$ cat src/rtl/seq_divider_if.sv
// Request/result bundle between the pipeline control and the sequential divider.
interface seq_divider_if #(
    parameter int unsigned WIDTH = 32
);
    logic             start;
    logic             is_signed;
    logic [WIDTH-1:0] dividend;
    logic [WIDTH-1:0] divisor;
    logic             busy;
    logic             done;
    logic [WIDTH-1:0] quotient;
    logic [WIDTH-1:0] remainder;
    logic             div_by_zero;

    // Pipeline side: issues requests, consumes results.
    modport master (
        output start, is_signed, dividend, divisor,
        input  busy, done, quotient, remainder, div_by_zero
    );

    // Divider side.
    modport slave (
        input  start, is_signed, dividend, divisor,
        output busy, done, quotient, remainder, div_by_zero
    );
endinterface

$ cat src/rtl/seq_divider.sv
// Restoring shift/subtract divider for MIPS DIV/DIVU, one quotient bit per clock.
// Fixed latency WIDTH+1 cycles from the accepting edge, divide-by-zero included.
module seq_divider #(
    parameter int unsigned WIDTH = 32
) (
    input logic           clk,
    input logic           rst,
    seq_divider_if.slave  bus
);
    localparam int unsigned CntW = (WIDTH > 1) ? $clog2(WIDTH) : 1;

    typedef enum logic [1:0] {StIdle, StRun, StFix} state_e;

    state_e           state_q, state_d;
    logic [WIDTH-1:0] quo_q, quo_d;         // dividend magnitude, quotient bits shift in at LSB
    logic [WIDTH-1:0] dvs_q, dvs_d;         // divisor magnitude
    logic [WIDTH:0]   rem_q, rem_d;         // partial remainder
    logic [CntW-1:0]  cnt_q, cnt_d;
    logic             neg_quo_q, neg_quo_d;
    logic             neg_rem_q, neg_rem_d;
    logic             signed_q, signed_d;
    logic             zero_q, zero_d;
    logic [WIDTH-1:0] orig_q, orig_d;       // untouched dividend for the divide-by-zero result
    logic [WIDTH-1:0] quotient_q, quotient_d;
    logic [WIDTH-1:0] remainder_q, remainder_d;
    logic             dbz_q, dbz_d;
    logic             done_q, done_d;

    logic [WIDTH:0]   shifted;
    logic [WIDTH+1:0] sum;
    logic             carry;
    logic             a_neg, b_neg;
    logic [WIDTH-1:0] q_fix, r_fix;
    logic             unused_rem_msb;

    // The partial remainder stays below the divisor, so its top bit never feeds the next shift.
    assign unused_rem_msb = rem_q[WIDTH];

    // Trial subtraction A + ~B + 1; the carry out flags a non-negative result.
    assign shifted = {rem_q[WIDTH-1:0], quo_q[WIDTH-1]};
    assign sum     = {1'b0, shifted} + {1'b0, ~{1'b0, dvs_q}} + {{(WIDTH+1){1'b0}}, 1'b1};
    assign carry   = sum[WIDTH+1];

    assign a_neg = bus.is_signed & bus.dividend[WIDTH-1];
    assign b_neg = bus.is_signed & bus.divisor[WIDTH-1];

    // Sign correction: quotient negative on operand sign mismatch, remainder follows dividend.
    assign q_fix = (signed_q & neg_quo_q) ? (WIDTH'(0) - quo_q) : quo_q;
    assign r_fix = (signed_q & neg_rem_q) ? (WIDTH'(0) - rem_q[WIDTH-1:0]) : rem_q[WIDTH-1:0];

    // Next-state, datapath and result logic.
    always_comb begin
        state_d     = state_q;
        quo_d       = quo_q;
        dvs_d       = dvs_q;
        rem_d       = rem_q;
        cnt_d       = cnt_q;
        neg_quo_d   = neg_quo_q;
        neg_rem_d   = neg_rem_q;
        signed_d    = signed_q;
        zero_d      = zero_q;
        orig_d      = orig_q;
        quotient_d  = quotient_q;
        remainder_d = remainder_q;
        dbz_d       = dbz_q;
        done_d      = 1'b0;

        unique case (state_q)
            StIdle: begin
                if (bus.start) begin
                    quo_d     = a_neg ? (WIDTH'(0) - bus.dividend) : bus.dividend;
                    dvs_d     = b_neg ? (WIDTH'(0) - bus.divisor) : bus.divisor;
                    neg_quo_d = bus.dividend[WIDTH-1] ^ bus.divisor[WIDTH-1];
                    neg_rem_d = bus.dividend[WIDTH-1];
                    signed_d  = bus.is_signed;
                    zero_d    = (bus.divisor == '0);
                    orig_d    = bus.dividend;
                    rem_d     = '0;
                    cnt_d     = '0;
                    state_d   = StRun;
                end
            end
            StRun: begin
                quo_d = {quo_q[WIDTH-2:0], carry};
                rem_d = carry ? sum[WIDTH:0] : shifted;
                if (cnt_q == CntW'(WIDTH - 1)) begin
                    cnt_d   = '0;
                    state_d = StFix;
                end else begin
                    cnt_d = cnt_q + 1'b1;
                end
            end
            StFix: begin
                if (zero_q) begin
                    quotient_d  = '1;
                    remainder_d = orig_q;
                    dbz_d       = 1'b1;
                end else begin
                    quotient_d  = q_fix;
                    remainder_d = r_fix;
                    dbz_d       = 1'b0;
                end
                done_d  = 1'b1;
                state_d = StIdle;
            end
            default: state_d = StIdle;
        endcase
    end

    // State and datapath registers, cleared asynchronously.
    always_ff @(posedge clk or posedge rst) begin
        if (rst) begin
            state_q     <= StIdle;
            quo_q       <= '0;
            dvs_q       <= '0;
            rem_q       <= '0;
            cnt_q       <= '0;
            neg_quo_q   <= 1'b0;
            neg_rem_q   <= 1'b0;
            signed_q    <= 1'b0;
            zero_q      <= 1'b0;
            orig_q      <= '0;
            quotient_q  <= '0;
            remainder_q <= '0;
            dbz_q       <= 1'b0;
            done_q      <= 1'b0;
        end else begin
            state_q     <= state_d;
            quo_q       <= quo_d;
            dvs_q       <= dvs_d;
            rem_q       <= rem_d;
            cnt_q       <= cnt_d;
            neg_quo_q   <= neg_quo_d;
            neg_rem_q   <= neg_rem_d;
            signed_q    <= signed_d;
            zero_q      <= zero_d;
            orig_q      <= orig_d;
            quotient_q  <= quotient_d;
            remainder_q <= remainder_d;
            dbz_q       <= dbz_d;
            done_q      <= done_d;
        end
    end

    assign bus.busy        = (state_q != StIdle);
    assign bus.done        = done_q;
    assign bus.quotient    = quotient_q;
    assign bus.remainder   = remainder_q;
    assign bus.div_by_zero = dbz_q;
endmodule

$ cat src/flat_wrapper.sv
// flat-port wrapper written by rule: the top's interface ports become plain ports
module seq_divider_flat 
#(
    parameter int unsigned WIDTH = 32
)
  (clk, rst, bus_start, bus_is_signed, bus_dividend, bus_divisor, bus_busy, bus_done, bus_quotient, bus_remainder, bus_div_by_zero);
  seq_divider_if #(.WIDTH(WIDTH)) bus_i ();
  input logic clk;
  input logic rst;
  input wire logic [$bits(bus_i.start)-1:0] bus_start;
  input wire logic [$bits(bus_i.is_signed)-1:0] bus_is_signed;
  input wire logic [$bits(bus_i.dividend)-1:0] bus_dividend;
  input wire logic [$bits(bus_i.divisor)-1:0] bus_divisor;
  output wire logic [$bits(bus_i.busy)-1:0] bus_busy;
  output wire logic [$bits(bus_i.done)-1:0] bus_done;
  output wire logic [$bits(bus_i.quotient)-1:0] bus_quotient;
  output wire logic [$bits(bus_i.remainder)-1:0] bus_remainder;
  output wire logic [$bits(bus_i.div_by_zero)-1:0] bus_div_by_zero;
  assign bus_i.start = bus_start;
  assign bus_i.is_signed = bus_is_signed;
  assign bus_i.dividend = bus_dividend;
  assign bus_i.divisor = bus_divisor;
  assign bus_busy = bus_i.busy;
  assign bus_done = bus_i.done;
  assign bus_quotient = bus_i.quotient;
  assign bus_remainder = bus_i.remainder;
  assign bus_div_by_zero = bus_i.div_by_zero;
  seq_divider #(.WIDTH(WIDTH)) u_core (.clk(clk), .rst(rst), .bus(bus_i));
endmodule
$ cat config.mk
export PLATFORM = sky130hd
export DESIGN_NAME = seq_divider_flat
export DESIGN_NICKNAME = d
export VERILOG_FILES = /design/src/rtl/seq_divider_if.sv /design/src/rtl/seq_divider.sv /design/src/flat_wrapper.sv
export SDC_FILE = /design/constraint.sdc
export NUM_CORES = 1
export LEC_CHECK = 0
export CORE_UTILIZATION = 45
export DETAILED_ROUTE_END_ITERATION = 16
export PLACE_DENSITY = 0.67
export SYNTH_ARGS = -nofsm -noshare
export SYNTH_HDL_FRONTEND = slang
export SYNTH_SLANG_ARGS = --single-unit
export TNS_END_PERCENT = 30
$ cat constraint.sdc
create_clock -name clk -period 14.3 [get_ports clk]
set_input_delay 1.43 -clock clk [delete_from_list [all_inputs] [get_ports clk]]
set_output_delay 1.43 -clock clk [all_outputs]
set_load 0.1 [all_outputs]
* After elaboration in Yosys (flattened, before gate mapping)
Cells that the tools add are included.
** Operators by class
- $add $sub $neg :: 7
- $mul :: 0
- Div/mod/pow operators :: 0
- Order comparisons :: 0
- Equality and inequality tests :: 5
- Shift operators :: 0
- Multiplexer cells :: 19
- Bitwise logic cells :: 6
- Reduce and logical (&&, ||, !) cells :: 7
** Operators by type and width (count)
- $mux 32 :: 9
- $pmux 32 s2 :: 2
- $sub 1x32->32 const A :: 4
- $add 33x33->34 :: 1
- $add 34x1->34 const B :: 1
- $not 32->33 :: 1
- $logic_not 32->1 :: 1
- $mux 5 :: 2
- $pmux 5 s2 :: 1
- $reduce_and 2->1 :: 3
- $add 5x1->5 const B :: 1
- $eq 5x5->1 const B :: 1
- $and 1x1->1 :: 4
- $mux 2 :: 2
- $pmux 2 s2 :: 1
- $reduce_bool 2->1 :: 2
- $eq 2x1->1 const B :: 1
- $eq 2x2->1 const B :: 1
- $logic_not 2->1 :: 1
- $mux 1 :: 2
- $ne 2x1->1 const B :: 1
- $ne 2x2->1 const B :: 1
- $xor 1x1->1 :: 1
** Storage, ports and cells
- Flip-flop bits (word level) :: 205
- Latch bits :: 0
- RAM bits :: 0
- Bits in read-only memories :: 0
- Bits of input ports :: 68
- Output and inout port bits :: 67
- Logic and storage cells :: 58
- Memories kept :: 0

* Depth between registers and ports, before layout
- Depth in word-level cells :: 5
- Gate-level depth with buffers :: 14
- Gate-level depth less buffers :: 12

* Worst setup path after synthesis
Ideal clock, no wire load.
- Kind :: input to register
- From :: in bus_divisor[4]
- To :: reg u_core.dvs_q[30]
- Library setup time :: 0.132 ns
- Arrival time :: 3.639 ns
- Data required time :: 14.168 ns
- Slack :: 10.529 ns
- Stages on the path :: 8
- Cells stage by stage :: or4_4 or4_4 nor3_4 nand2_2 or3_4 o41ai_2 xor2_1 o21ai_1
** On the way
- Cells in the longest elaborated chain, start to end :: 2
** RTL lines
- start, declared :: line flat_wrapper.sv:13 : input wire logic [$bits(bus_i.divisor)-1:0] bus_divisor;
- $sub 1x32->32 :: line seq_divider.sv:72 : dvs_d = b_neg ? (WIDTH'(0) - bus.divisor) : bus.divisor;
- $mux 32 :: line seq_divider.sv:72
- end signal, assigned :: line seq_divider.sv:130 : dvs_q <= dvs_d;
- end, declared :: line seq_divider.sv:16 : logic [WIDTH-1:0] dvs_q, dvs_d;
Every way passes these cells.
A chain may end at the register's enable or synchronous reset.

* Worst setup path in the final report
- From :: in bus_dividend[6]
- To :: reg u_core.quo_q[29]
** On the way
- Cells in the longest elaborated chain, start to end :: 4
** RTL lines
- start, declared :: line flat_wrapper.sv:12 : input wire logic [$bits(bus_i.dividend)-1:0] bus_dividend;
- $sub 1x32->32 :: line seq_divider.sv:71 : quo_d = a_neg ? (WIDTH'(0) - bus.dividend) : bus.dividend;
- $mux 32 :: line seq_divider.sv:71
- $mux 32 :: line seq_divider.sv:70 : if (bus.start) begin
- $pmux 32 s2 :: line seq_divider.sv:68 : unique case (state_q)
- end signal, assigned :: line seq_divider.sv:129 : quo_q <= quo_d;
- end, declared :: line seq_divider.sv:15 : logic [WIDTH-1:0] quo_q, quo_d;
Every way passes these cells. The select of a mux whose other input is x is not followed.

==> impl_results.md <==
* Outcome: completed
* RR Startpoint: u_core.rem_q[0]
* Critical Path RT at 14,690 ps
* Yosys cell types at 66
* Total core area at 27,200 um^2
* Die area at 28,700 um^2
* DRC violations left at 0
* Worst-Margin Slew at 1180 ps
* Highest clock rate at 248 MHz
* Drt first pass iters at 6
* Tmin final at 4030 ps
* Post-CTS Setup Inserts at 0
* Synthesis Warnings at 0
* PortBufs at 134
* Setup violators final at 0
* Synth area leaders: dfrtp_1 (41%), nand2_1 (6.8%), a21oi_1 (5.8%)
* IO Count at 135
* Root Driver: clkbuf_16
* Height of the die at 169 um
* Synthesized flop and latch total at 204
* HPWL after DPL at 23.8 mm
* Post_cts resized at 0
* Syn-to-layout area delta at 19.8%
* CTS H-tree lvls at 1
* Reg2reg path depth at 10
* EDFF count, synth at 0
* Post-Route WL at 32.9 mm
* Initial DRC Count at 769
* Placed cell count at 1,953
* Die width at ~170 um
* Vias per cell at 5.50
* Diodes inserted at 0
* Seq/Total Area, Yosys at 40.5%
* Largest area contributor in the netlist: dfrtp_1
* Min Hold Slack at 477 ps
* FILL cells at around 2,600
* Post-synth top area share at about two fifths
* First-pass GRT wire length at 53.8 mm
* Rows at 60
* ANT nets after route at 0
* Worst setup SP type: input port
* Setup TNS Final at 0 ps
* TritonCTS clock tree: built
* Max-Cap Viols at 0
* Worst r2r dst: u_core.bus.remainder[28]
* Leak at 6.51 nW
* Mean Syn Cell Area at 8.30 um^2
* Worst Setup End Kind: flip-flop
* Initial Utilization at 46.4%
* Layout cells sized above 1 at 4.92%
* Syn Std Cell Area at roughly 13,000 um^2
* Synth async-reset ratio at 100%
* Post-layout util at 55.5%
* Crit path arrival time at around 4400 ps
* Top FF cell, synth: dfrtp_1
* Worst-path fanout max at 5
* Max clock buf depth at 3
* Synth cell count leaders: nand2_1 (227), dfrtp_1 (204), a21oi_1 (146)
* Global Route Usage Sum at 23.1%
* Final Skew at 13.1 ps
* CTS buffer count at 24
* Final max-slew violation count at 0
* Worst VDD drop at 0.136 mV
* Largest net degree at the start of global routing at 83
* Syn Nets at 1,625
* CTS Sinks at 204
* Number of antenna violations at the first check in global routing at 0
* FF-to-FF setup slack at 10,720 ps
* Clock Latency Late Sink at 540 ps
* Top-count cell post-synth: nand2_1
* Fin crit share at 28.2%
* Endpoints failing hold at 0
* Power Density at 258 nW/um^2
* Cells after Synth at 1,518
* RSZ-0062 raised after global routing: no
* Worst setup path endpoint: u_core.quo_q[29]
* Layout Nets at between 1,500 and 2,000
* Setup Crit Path Kind: input port to flip-flop
* Post-CTS Hold Fix Bufs at 0
* Final GP Congestion at ~0.94
* Drt wl/cell at between 15 and 20 um
* Vias in the first global route at 10,300
* Path type of the worst min-delay path: flip-flop to flip-flop
* Final Non-Filler Cells at 1,997
* Gr ovfl total at 0
* Via Count at 11,000
* Crit path from: bus_dividend[6]
* Slew margin rel. at 21.1%
* Clock-pin slew on the worst setup and hold paths at 60 ps
==> stage by stage <==
step / instance area [um^2] / total power (W) / worst slack, ps
floorplan: 12600 / 0.00268 / 7300
global placement: 14200 / 0.00316 / 9790
detailed placement: 14200 / 0.00319 / 9740
CTS: 15100 / 0.00389 / 10300
global route: 15100 / 0.00420 / 10140
finish: 15100 / 0.00389 / 10270
==> logic make-up after synthesis <==
logic type               count (synthesis)  synth area share [%]
AO/OA/AOI/OAI                          451                  20.8
flip-flops                             204                  40.5
XOR/XNOR                               138                  9.59
buffers and inverters                  145                  4.37
adder cells (fa/ha/maj)                 39                  3.93
multiplexers                            22                  1.76
AND/OR/NAND/NOR                        519                  19.0
==> registers in the layout, summed over array words and instances (netlist names), 2 cells and up <==
signal / cells
u_core.rem_q: 32
u_core.bus.quotient: 32
u_core.dvs_q: 32
u_core.quo_q: 32
u_core.orig_q: 31
u_core.state_q: 2
u_core.bus.remainder: 32
u_core.cnt_q: 5
==> power breakdown <==
group / leakage [nW] / switching (W) / internal [W]
clock: 0.428 / 0.000258 / 0.000423
combinational: 3.63 / 0.00130 / 0.000848
sequential: 2.46 / 0.000250 / 0.000807
total: 6.51 / 0.00181 / 0.00208
==> worst min path at each step <==
| stage | from | to | depth (start not counted) |
|---|---|---|---|
| 3_5_place_dp | u_core.orig_q[19] | u_core.orig_q[19] | 2 |
| 5_1_grt | u_core.orig_q[2] | u_core.orig_q[2] | 2 |
| 3_3_place_gp | u_core.orig_q[23] | u_core.orig_q[23] | 2 |
| 6_report | u_core.bus.quotient[0] | u_core.bus.quotient[0] | 2 |
| 4_1_cts | u_core.cnt_q[3] | u_core.cnt_q[3] | 1 |
| 2_1_floorplan | u_core.cnt_q[3] | u_core.cnt_q[3] | 1 |
==> layer usage <==
metal	routed length, um	track usage, %	up-vias
met1	15500	32.5	5153
met3	1630	3.13	52
li1	-	-	5498
met2	15000	37.5	281
met5	0	0	-
met4	732	6.07	0
==> area by class of cell <==
cell class	count	area, um^2	share of cell area (%)
inverter	63	244	1.62
tap	372	465	3.09
clock inverter	18	263	1.74
multi-input combinational	1169	6970	46.2
sequential	204	5110	33.8
clock buffer	26	618	4.10
timing repair buffer	145	1420	9.44
==> cells in the final DEF (no fill, tap or decap), types with 5 or more instances in the layout <==
master / instances
nor3b_1: 5
nor2b_1: 5
a21o_1: 8
o211ai_1: 5
nand2_1: 226
o21ai_0: 100
xnor2_1: 72
nand3_1: 27
nor3_1: 31
o31ai_1: 22
xor2_1: 66
clkinv_2: 7
bufinv_16: 6
nand2b_1: 6
or3_1: 14
nand4_1: 6
nor2_1: 124
and2_1: 9
a31oi_1: 15
ha_1: 38
inv_1: 61
and3_1: 13
a21oi_1: 146
clkbuf_16: 24
clkdlybuf4s50_1: 134
nor4_1: 10
a22oi_1: 26
dfrtp_1: 203
o41ai_1: 16
o21a_1: 7
mux2i_1: 21
buf_4: 11
or4_1: 11
o21ai_1: 79
==> critical path, cell delays in order <==
cell	delay, ps
clkdlybuf4s50_1	500
or4_1	630
nor3_1	300
nand3_1	190
or4_1	540
nor4_2	420
a31oi_1	160
xnor2_1	170
o21ai_1	70
No activity file was read; power rests on OpenSTA's default activity.
==> patch (config.mk and constraints unchanged) <==
The 3 states of `state_e` get a one-hot encoding in 3 bits.
--- a/src/rtl/seq_divider.sv
+++ b/src/rtl/seq_divider.sv
@@ -9,7 +9,7 @@
 );
     localparam int unsigned CntW = (WIDTH > 1) ? $clog2(WIDTH) : 1;
 
-    typedef enum logic [1:0] {StIdle, StRun, StFix} state_e;
+    typedef enum logic [2:0] {StIdle = 3'b001, StRun = 3'b010, StFix = 3'b100} state_e;
 
     state_e           state_q, state_d;
     logic [WIDTH-1:0] quo_q, quo_d;         // dividend magnitude, quotient bits shift in at LSB
Check against the original RTL: same outputs for any inputs over 10 cycles, from zero or initial values and one cycle with rst high; not proved beyond that.
==> patch against the unedited design <==
Non-clock buffer count down 1. Cell area down 0.99%. Register-to-register slack worse by 0.37 ns. Sequential cell count up 1. Sequential share of layout area up 0.51 points. Total power down 11%. Combinational power down 14%. Setup slack better by 0.059 ns. Routed wire length down 8.9%. Synthesized area down 0.99%. Synthesized cell count down 3.5%. Critical endpoint unchanged.
==> patch: results (changes against the unedited design) <==
qor: layout.non_clock_buffer_count 144 [was 145]
qor: critical_path.crit-reg2reg-capture u_core.rem_q[28] [was u_core.bus.remainder[28]]
qor: layout.clock_buffers 37 [was 26]
qor: sta.worst_pin_slew 1.08 ns [was 1.18 ns]
qor: global_routing.grtUsageMet3 2.50% [was 3.13%]
qor: critical_path.critical-path-max-stage-delay 0.56 ns [was 0.63 ns]
qor: critical_path.rr_worst_depth 12 [was 10]
qor: die.floorplan.core_area 27100 µm² [was 27200 µm²]
qor: layout.non_clock_inverter_count 58 [was 63]
qor: outcome.run_status finished clean [unchanged]
qor: routing.detail_route.wl_per_cell 15.4 µm [was 16.5 µm]
qor: clocking.clk-insertion-delay-late 0.51 ns [was 0.54 ns]
qor: routing.detailedRoute.firstIterationViolations 605 [was 769]
qor: global_routing.global_route_wire_length_before_repair 50.7 mm [was 53.8 mm]
qor: critical_path.cpMaxStageDelayCell sky130_fd_sc_hd__nor3_1 [was sky130_fd_sc_hd__or4_1]
qor: power.ir_drop 0.132 mV [was 0.136 mV]
qor: layout.finalNetCount 1669 [was 1714]
qor: layout.design.seq.count 205 [was 204]
qor: global_routing.first_global_vias 10100 [was 10300]
qor: layout.fillCellCount 2497 [was 2605]
qor: global_routing.grt_max_degree 137 [was 83]
qor: routing.first_drt_pass_iteration_count 5 [was 6]
qor: power.power_share_of_the_clock_group 18.6% [was 17.5%]
qor: critical_path.crit-reg2reg-launch u_core.quo_q[31] [was u_core.rem_q[0]]
qor: global_routing.grtUsageMet2 36.0% [was 37.5%]
qor: sta.worst_hold_slack 0.474 ns [was 0.477 ns]
qor: layout.post_route_cells_drive_above_1_share 4.88% [was 4.92%]
qor: place.gpl.final_weighted_congestion 0.870 [was 0.935]
## patch: cell count changes after synthesis, moves of 9 or more
cell / change
sky130_fd_sc_hd__a21oi_1: -25
sky130_fd_sc_hd__mux2i_1: +13
sky130_fd_sc_hd__nand2_1: +24
sky130_fd_sc_hd__nand3_1: -9
sky130_fd_sc_hd__nor2_1: -24
sky130_fd_sc_hd__o21ai_0: +75
sky130_fd_sc_hd__o21ai_1: -73
## patch: cells by family after synthesis
group	Yosys count	share of synthesized area, %
buffers and inverters	131	4.11
DFF	205	41.1
muxes	34	2.73
AOI/OAI and AO/OA	424	20.2
adders and majority gates	39	3.97
and+or+nand+nor	492	18.1
xor gates and xnor gates	140	9.83
## patch: metrics by stage
| step | worst slack (ns) | instances | total power [W] | utilization [%] |
|---|---|---|---|---|
| 2_1_floorplan | 7.28 | 1465 | 0.00242 | - |
| 3_3_place_gp | 9.86 | 1908 | 0.00278 | 52.0 |
| 3_5_place_dp | 9.83 | 1908 | 0.00282 | 52.0 |
| 4_1_cts | 10.35 | 1950 | 0.00348 | 55.1 |
| 5_1_grt | 10.12 | 1950 | 0.00377 | 55.1 |
| 6_report | 10.33 | 1950 | 0.00346 | 55.1 |
## patch: worst max-delay path by stage
stage / end / slack [ns] / cells after the start / from
detailed placement: u_core.quo_q[28] / 9.83 / 9 / bus_dividend[2]
global placement: u_core.quo_q[28] / 9.86 / 9 / bus_dividend[2]
global route: u_core.rem_q[28] / 10.12 / 11 / u_core.rem_q[0]
CTS: u_core.rem_q[28] / 10.35 / 11 / u_core.rem_q[0]
finish: u_core.quo_q[29] / 10.33 / 8 / bus_dividend[2]
floorplan: u_core.bus.div_by_zero / 7.28 / 1 / rst
